===== config.mk =====
export PLATFORM = sky130hd
export DESIGN_NAME = detector_window_reader
export DESIGN_NICKNAME = d
export VERILOG_FILES = /design/src/rtl/detector_window_reader.sv
export SDC_FILE = /design/constraint.sdc
export NUM_CORES = 1
export LEC_CHECK = 0
export CORE_ASPECT_RATIO = 0.75
export CORE_UTILIZATION = 60
export CTS_CLUSTER_SIZE = 10
export DETAILED_ROUTE_END_ITERATION = 7
export DONT_BUFFER_PORTS = 1
export HOLD_SLACK_MARGIN = 0.05
export PLACE_DENSITY_LB_ADDON = 0.15
export SLEW_MARGIN = 10
export SYNTH_ARGS = -nofsm -noshare
export SYNTH_HDL_FRONTEND = slang
export SYNTH_SLANG_ARGS = --single-unit

===== constraint.sdc =====
create_clock -name aclk -period 2.45 [get_ports aclk]
set_input_delay 0.245 -clock aclk [delete_from_list [all_inputs] [get_ports aclk]]
set_output_delay 0.245 -clock aclk [all_outputs]
set_load 0.1 [all_outputs]

===== src/rtl/detector_window_reader.sv =====
// detector_window_reader: synchronizes asynchronous detector levels, ORs them over a
// window of 1+WINDOW_LENGTH samples opened by the first nonzero sample, and emits the
// closed window as a single-entry AXI-Stream snapshot.
// Optional build macro: DETECTOR_READER_DROP_CNT_EN adds a saturating drop_count output.
module detector_window_reader #(
    parameter int unsigned DET_WIDTH     = 64,
    parameter int unsigned GROUP_COUNT   = 4,
    parameter int unsigned WINDOW_LENGTH = 16,
    parameter int unsigned SYNC_STAGES   = 4
) (
    input  logic                   aclk,
    input  logic                   areset,
    input  logic [DET_WIDTH-1:0]   det_data,
    output logic [GROUP_COUNT-1:0] grp_data,
    output logic                   busy,
    output logic [DET_WIDTH-1:0]   m_axis_tdata,
    output logic                   m_axis_tvalid,
    input  logic                   m_axis_tready
`ifdef DETECTOR_READER_DROP_CNT_EN
    ,
    output logic [15:0]            drop_count
`endif
);

    localparam int unsigned GW = DET_WIDTH / GROUP_COUNT;
    localparam int unsigned CW = (WINDOW_LENGTH > 1) ? $clog2(WINDOW_LENGTH) : 1;
    localparam logic [CW-1:0] C_LAST = CW'(WINDOW_LENGTH - 1);

    typedef enum logic {
        StIdle,
        StAccum
    } state_t;

    logic [DET_WIDTH-1:0] r_sync [SYNC_STAGES];
    state_t               r_state;
    logic [DET_WIDTH-1:0] r_acc;
    logic [CW-1:0]        r_cnt;
    logic [DET_WIDTH-1:0] r_tdata;
    logic                 r_tvalid;

    logic [DET_WIDTH-1:0]   w_s;
    logic [DET_WIDTH-1:0]   w_merged;
    logic                   w_close;
    logic                   w_load;
    logic [GROUP_COUNT-1:0] w_grp;

    assign w_s      = r_sync[SYNC_STAGES-1];
    assign w_merged = r_acc | w_s;
    assign w_close  = (r_state == StAccum) && (r_cnt == C_LAST);
    // A closing window may only take the output slot if it is free or being drained now.
    assign w_load   = w_close && (!r_tvalid || m_axis_tready);

    // Multi-stage synchronizer per detector bit.
    always_ff @(posedge aclk) begin
        if (areset) begin
            for (int i = 0; i < int'(SYNC_STAGES); i++) begin
                r_sync[i] <= '0;
            end
        end else begin
            r_sync[0] <= det_data;
            for (int i = 1; i < int'(SYNC_STAGES); i++) begin
                r_sync[i] <= r_sync[i-1];
            end
        end
    end

    // Window FSM: idle tracks the live sample, accum ORs samples until the count expires.
    always_ff @(posedge aclk) begin
        if (areset) begin
            r_state <= StIdle;
            r_acc   <= '0;
            r_cnt   <= '0;
        end else begin
            case (r_state)
                StIdle: begin
                    r_acc <= w_s;
                    r_cnt <= '0;
                    if (|w_s) begin
                        r_state <= StAccum;
                    end
                end
                StAccum: begin
                    r_acc <= w_merged;
                    r_cnt <= r_cnt + CW'(1);
                    if (r_cnt == C_LAST) begin
                        r_state <= StIdle;
                    end
                end
                default: begin
                    r_state <= StIdle;
                end
            endcase
        end
    end

    // Single-entry output register; a new snapshot may replace one accepted on the same edge.
    always_ff @(posedge aclk) begin
        if (areset) begin
            r_tvalid <= 1'b0;
            r_tdata  <= '0;
        end else if (w_load) begin
            r_tvalid <= 1'b1;
            r_tdata  <= w_merged;
        end else if (r_tvalid && m_axis_tready) begin
            r_tvalid <= 1'b0;
        end
    end

    // Per-group OR of the registered accumulator.
    always_comb begin
        w_grp = '0;
        for (int g = 0; g < int'(GROUP_COUNT); g++) begin
            w_grp[g] = |r_acc[g*GW +: GW];
        end
    end

    assign grp_data      = w_grp;
    assign busy          = (r_state == StAccum);
    assign m_axis_tdata  = r_tdata;
    assign m_axis_tvalid = r_tvalid;

`ifdef DETECTOR_READER_DROP_CNT_EN
    logic [15:0] r_drop_cnt;
    logic        w_drop;

    assign w_drop = w_close && !w_load;

    // Saturating count of windows lost because the output slot was still occupied.
    always_ff @(posedge aclk) begin
        if (areset) begin
            r_drop_cnt <= '0;
        end else if (w_drop && (r_drop_cnt != 16'hFFFF)) begin
            r_drop_cnt <= r_drop_cnt + 16'd1;
        end
    end

    assign drop_count = r_drop_cnt;
`endif

endmodule

==> summary.md, run 1 <==
| Metric | Value |
|---|---|
| Status | did not finish |
| Halt Stage | clock tree synthesis (4_1_cts) |
| Tool error | [ERROR RSZ-0060] Max buffer count reached. |
| Die W | 165 um |
| Post-CTS Setup Bufs | 0 |
| Synth unique cells | 24 |
| Root Buffer | clkbuf_16 |
| Top cells by area, synth | dfxtp_1, nor2b_1, nor2_1, a211oi_2, a21oi_1 |
| Clock sink total | 390 |
| CTS buffer count | 44 |
| Avg Synthesized Cell Area | 10.9 um2 |
| Synthesized area | 11900 um2 |
| Post-CTS resize count | 0 |
| Ys Warns | 0 |
| Post-Syn Nets | 1158 |
| Row count | 44 |
| Post-synth ARST share | 0% |
| # hold bufs at CTS | 281 |
| Number of top-level pins | 137 |
| Routability congestion estimate | 0.803 |
| Post-synth top flop | dfxtp_1 |
| EDFF count, synth | 0 |
| Synth area leader | dfxtp_1 |
| Syn Inst Count | 1090 |
| Most common cell in the netlist | dfxtp_1 |
| Initial Util | 61.4% |
| Post-place instance area | 12500 um2 |
| Post-synth top area share | 65.4% |
| H-tree levels | 2 |
| Placed cell count | 1351 |
| Post-synth top cells | dfxtp_1, nor2b_1, nor2_1 |
| Flop and latch count out of synthesis | 390 |
| DP HPWL | 12000 um |
| Clock buffer depth | 3 |
| IO buf count | 0 |
| Die Y | 124 um |
| Post-synthesis sequential area ratio | 65.4% |
==> through the flow <==
step	utilization (%)	setup slack (ns)	hold slack, ns
after floorplan	-	0.431	0.373
after global placement	64.1	0.646	0.340
after detailed placement	64.1	0.544	0.336
==> cells by family after synthesis <==
logic type,after synthesis,synth area share [%]
AO/OA/AOI/OAI,130,9.14
adder cells (fa/ha/maj),1,0.105
flip-flops,390,65.4
buffers and inverters,65,3.02
AND/OR/NAND/NOR,502,22.2
XOR/XNOR,2,0.147
==> inputs of run 2 (changes only) <==
--- a/config.mk
+++ b/config.mk
@@ -5,12 +5,9 @@
 export SDC_FILE = /design/constraint.sdc
 export NUM_CORES = 1
 export LEC_CHECK = 0
-export CORE_ASPECT_RATIO = 0.75
-export CORE_UTILIZATION = 60
-export CTS_CLUSTER_SIZE = 10
+export CORE_UTILIZATION = 40
 export DETAILED_ROUTE_END_ITERATION = 7
 export DONT_BUFFER_PORTS = 1
-export HOLD_SLACK_MARGIN = 0.05
 export PLACE_DENSITY_LB_ADDON = 0.15
 export SLEW_MARGIN = 10
 export SYNTH_ARGS = -nofsm -noshare
==> summary.md, run 2 <==
| Metric | Value |
|---|---|
| Status | finished clean |
| Max reg flops | 256 |
| Clk_lat worst skew | 0.52 ns |
| Non-filler instance count after layout | 1848 |
| Syn Inst Count | 1090 |
| Max-cap violation count | 0 |
| Lkg Pwr | 7.18 nW |
| Die area | 30500 um2 |
| Share of cells above drive strength 1 | 13.3% |
| Total negative slack | 0 ns |
| Global routing usage on met1 | 19.0% |
| Post-synth top cells | dfxtp_1, nor2b_1, nor2_1 |
| Number of top-level pins | 137 |
| CTS buffer count | 41 |
| Post-CTS Setup Bufs | 0 |
| Die Y | 175 um |
| Post-Syn Nets | 1158 |
| Most common cell in the netlist | dfxtp_1 |
| Post-layout util | 58.5% |
| Synth area leader | dfxtp_1 |
| CP Launch Type | register |
| First-pass GRT wire length | 39900 um |
| Placed cell count | 1483 |
| Final nets | 1504 |
| Gr usage total | 16.2% |
| Initial Util | 41.1% |
| IO buf count | 0 |
| Slew @ Worst Pin | 1.04 ns |
| Post-DR wirelength/cell | 13.2 um |
| Drt total wl | 24300 um |
| Core area | 29000 um2 |
| Slew headroom | 30.4% |
| Final hold viol count | 0 |
| Switching pwr | 2.68 mW |
| Die W | 175 um |
| Combinational share of power | 4.4% |
| Ys Warns | 0 |
| CP Class | register to register |
| Global Route met2 Usage | 28.6% |
| Total number of vias | 8282 |
| DP HPWL | 13200 um |
| Period utilization | 92.7% |
| Synthesized area | 11900 um2 |
| Hold Path Class | input port to register |
| Post-route setup slack | 0.178 ns |
| CTS tree | built |
| EDFF count, synth | 0 |
| Tmin final | 2.27 ns |
| Crit path required time | 2.90 ns |
| Met3 usage | 3.63% |
| Post-synthesis sequential area ratio | 65.4% |
| Via-to-Cell Ratio | 4.48 |
| Sw frac | 20.1% |
| Clk pin slew, worst setup/hold paths | 0.06 ns |
| Flop pwr share | 49.1% |
| Iter 0 DRT Violations | 398 |
| Top cells by area, synth | dfxtp_1, nor2b_1, nor2_1, a211oi_2, a21oi_1 |
| Initial antenna violation count | 0 |
| Ant. Diodes | 0 |
| Root Buffer | clkbuf_16 |
| Clock Power Share | 46.5% |
| Routability congestion estimate | 0.723 |
| Synth unique cells | 24 |
| Row count | 62 |
| Number of global-route vias before repair | 8163 |
| Worst path arrival time | 2.72 ns |
| Pint | 10.7 mW |
| Router iterations before antenna repair | 4 |
| Crit path max fanout | 50 |
| # fillers | 2530 |
| DRC viols | 0 |
| Max rail drop VDD | 0.501 mV |
| Final Setup Violations | 0 |
| Max Clk Rate | 440 MHz |
| Post-synth top area share | 65.4% |
| Most frequent cells in the layout | dfxtp_1, dlygate4sd3_1, nor2b_1, nor2_1, buf_4 |
| Post-synth top flop | dfxtp_1 |
| Flop and latch count out of synthesis | 390 |
| Critical Path Sink Type | register |
| Post-synth ARST share | 0% |
| H-tree levels | 2 |
| Pre-CTS setup slack | 0.585 ns |
| Antenna viol nets, final | 0 |
| Pins over their slew limit | 0 |
| Worst Clk Skew | 0.0173 ns |
| Clock buffer depth | 3 |
| PwrDens | 787 nW/um2 |
| Most common cell after layout, fill and taps aside | dfxtp_1 |
| Area Overhead vs Synth | 42.2% |
| Largest net degree at the start of global routing | 277 |
| Avg Synthesized Cell Area | 10.9 um2 |
| RSZ-0062 raised after global routing | no |
| GRT Max-Usage Layer | met2 |
| Remaining Overflow, GRT | 0 |
| Clock sink total | 390 |
| Top reg by flops | r_sync |
==> run 2: final cells by class <==
cell class | instances | area (um2) | area share [%]
clock buffers | 60 | 1220 | 7.19
inverters | 1 | 3.75 | 0.0221
well taps | 384 | 480 | 2.83
clock inverters | 11 | 159 | 0.936
repair buffers | 367 | 3520 | 20.8
multi-input cells | 635 | 3770 | 22.2
flip-flops and latches | 390 | 7810 | 46.0
==> run 2: power groups by stage <==
stage,clock [mW],sequential [mW],combinational [mW]
2_1_floorplan,0,6.69,0.368
3_3_place_gp,0,6.70,0.354
3_5_place_dp,0,6.70,0.354
4_1_cts,6.37,6.56,0.582
5_1_grt,6.70,6.58,0.630
6_report,6.21,6.56,0.582
==> run 2: path summary, 6_finish.rpt <==
check / start / end / depth (start not counted) / slack, ns
max: r_cnt[0]$_SDFF_PP0_ / m_axis_tdata[10]$_SDFFE_PP0P_ / 7 / 0.18
min: areset / r_cnt[0]$_SDFF_PP0_ / 2 / 0.08
max reg2reg: r_cnt[0]$_SDFF_PP0_ / m_axis_tdata[10]$_SDFFE_PP0P_ / 7 / 0.18
min reg2reg: r_sync[0][121]$_SDFF_PP0_ / r_sync[0][185]$_SDFF_PP0_ / 1 / 0.43
==> run 2: routing by layer <==
metal	part of all wire (%)	wire, um	up-vias
li1	-	-	4239
met1	44	10700	3845
met2	48	11600	146
met3	5.1	1230	52
met4	3.3	801	0
met5	0	0	-
==> run 2: critical path, cell delays in order (launching register included) <==
cell and delay, ns:
dfxtp_1 0.35, ha_1 0.20, nand4_2 0.18, nor2b_4 0.19, buf_6 0.37, nor2_1 0.11, a211oi_2 0.20, dlygate4sd3_1 0.58
==> run 2: kinds of logic (layout without fill, tap and decap cells) <==
logic type	after synthesis	in the layout	share of synthesized area, %
buf+inv	65	439	3.02
simple gates	502	502	22.2
compound gates	130	130	9.14
xor+xnor	2	2	0.147
fa+ha+maj	1	1	0.105
flops	390	390	65.4
==> run 2: what timing repair did <==
| item | CTS | global route |
|---|---|---|
| endpoints found under the setup margin | 0 | 14 |
| endpoints found under the hold margin | 386 | 0 |
| gates resized for setup | 0 | 1 |
| hold buffers | 294 | 0 |
==> run 2: through the flow <==
step | area [um2] | power [mW] | hold WS (ns)
after detailed placement | 12600 | 7.06 | 0.340
after floorplan | 11900 | 7.06 | 0.373
final | 17000 | 13.4 | 0.0787
after global placement | 12600 | 7.05 | 0.342
after CTS | 17000 | 13.5 | 0.0133
after global routing | 17000 | 13.9 | 0.0518
Note: power is estimated with default switching activity, not from simulation.
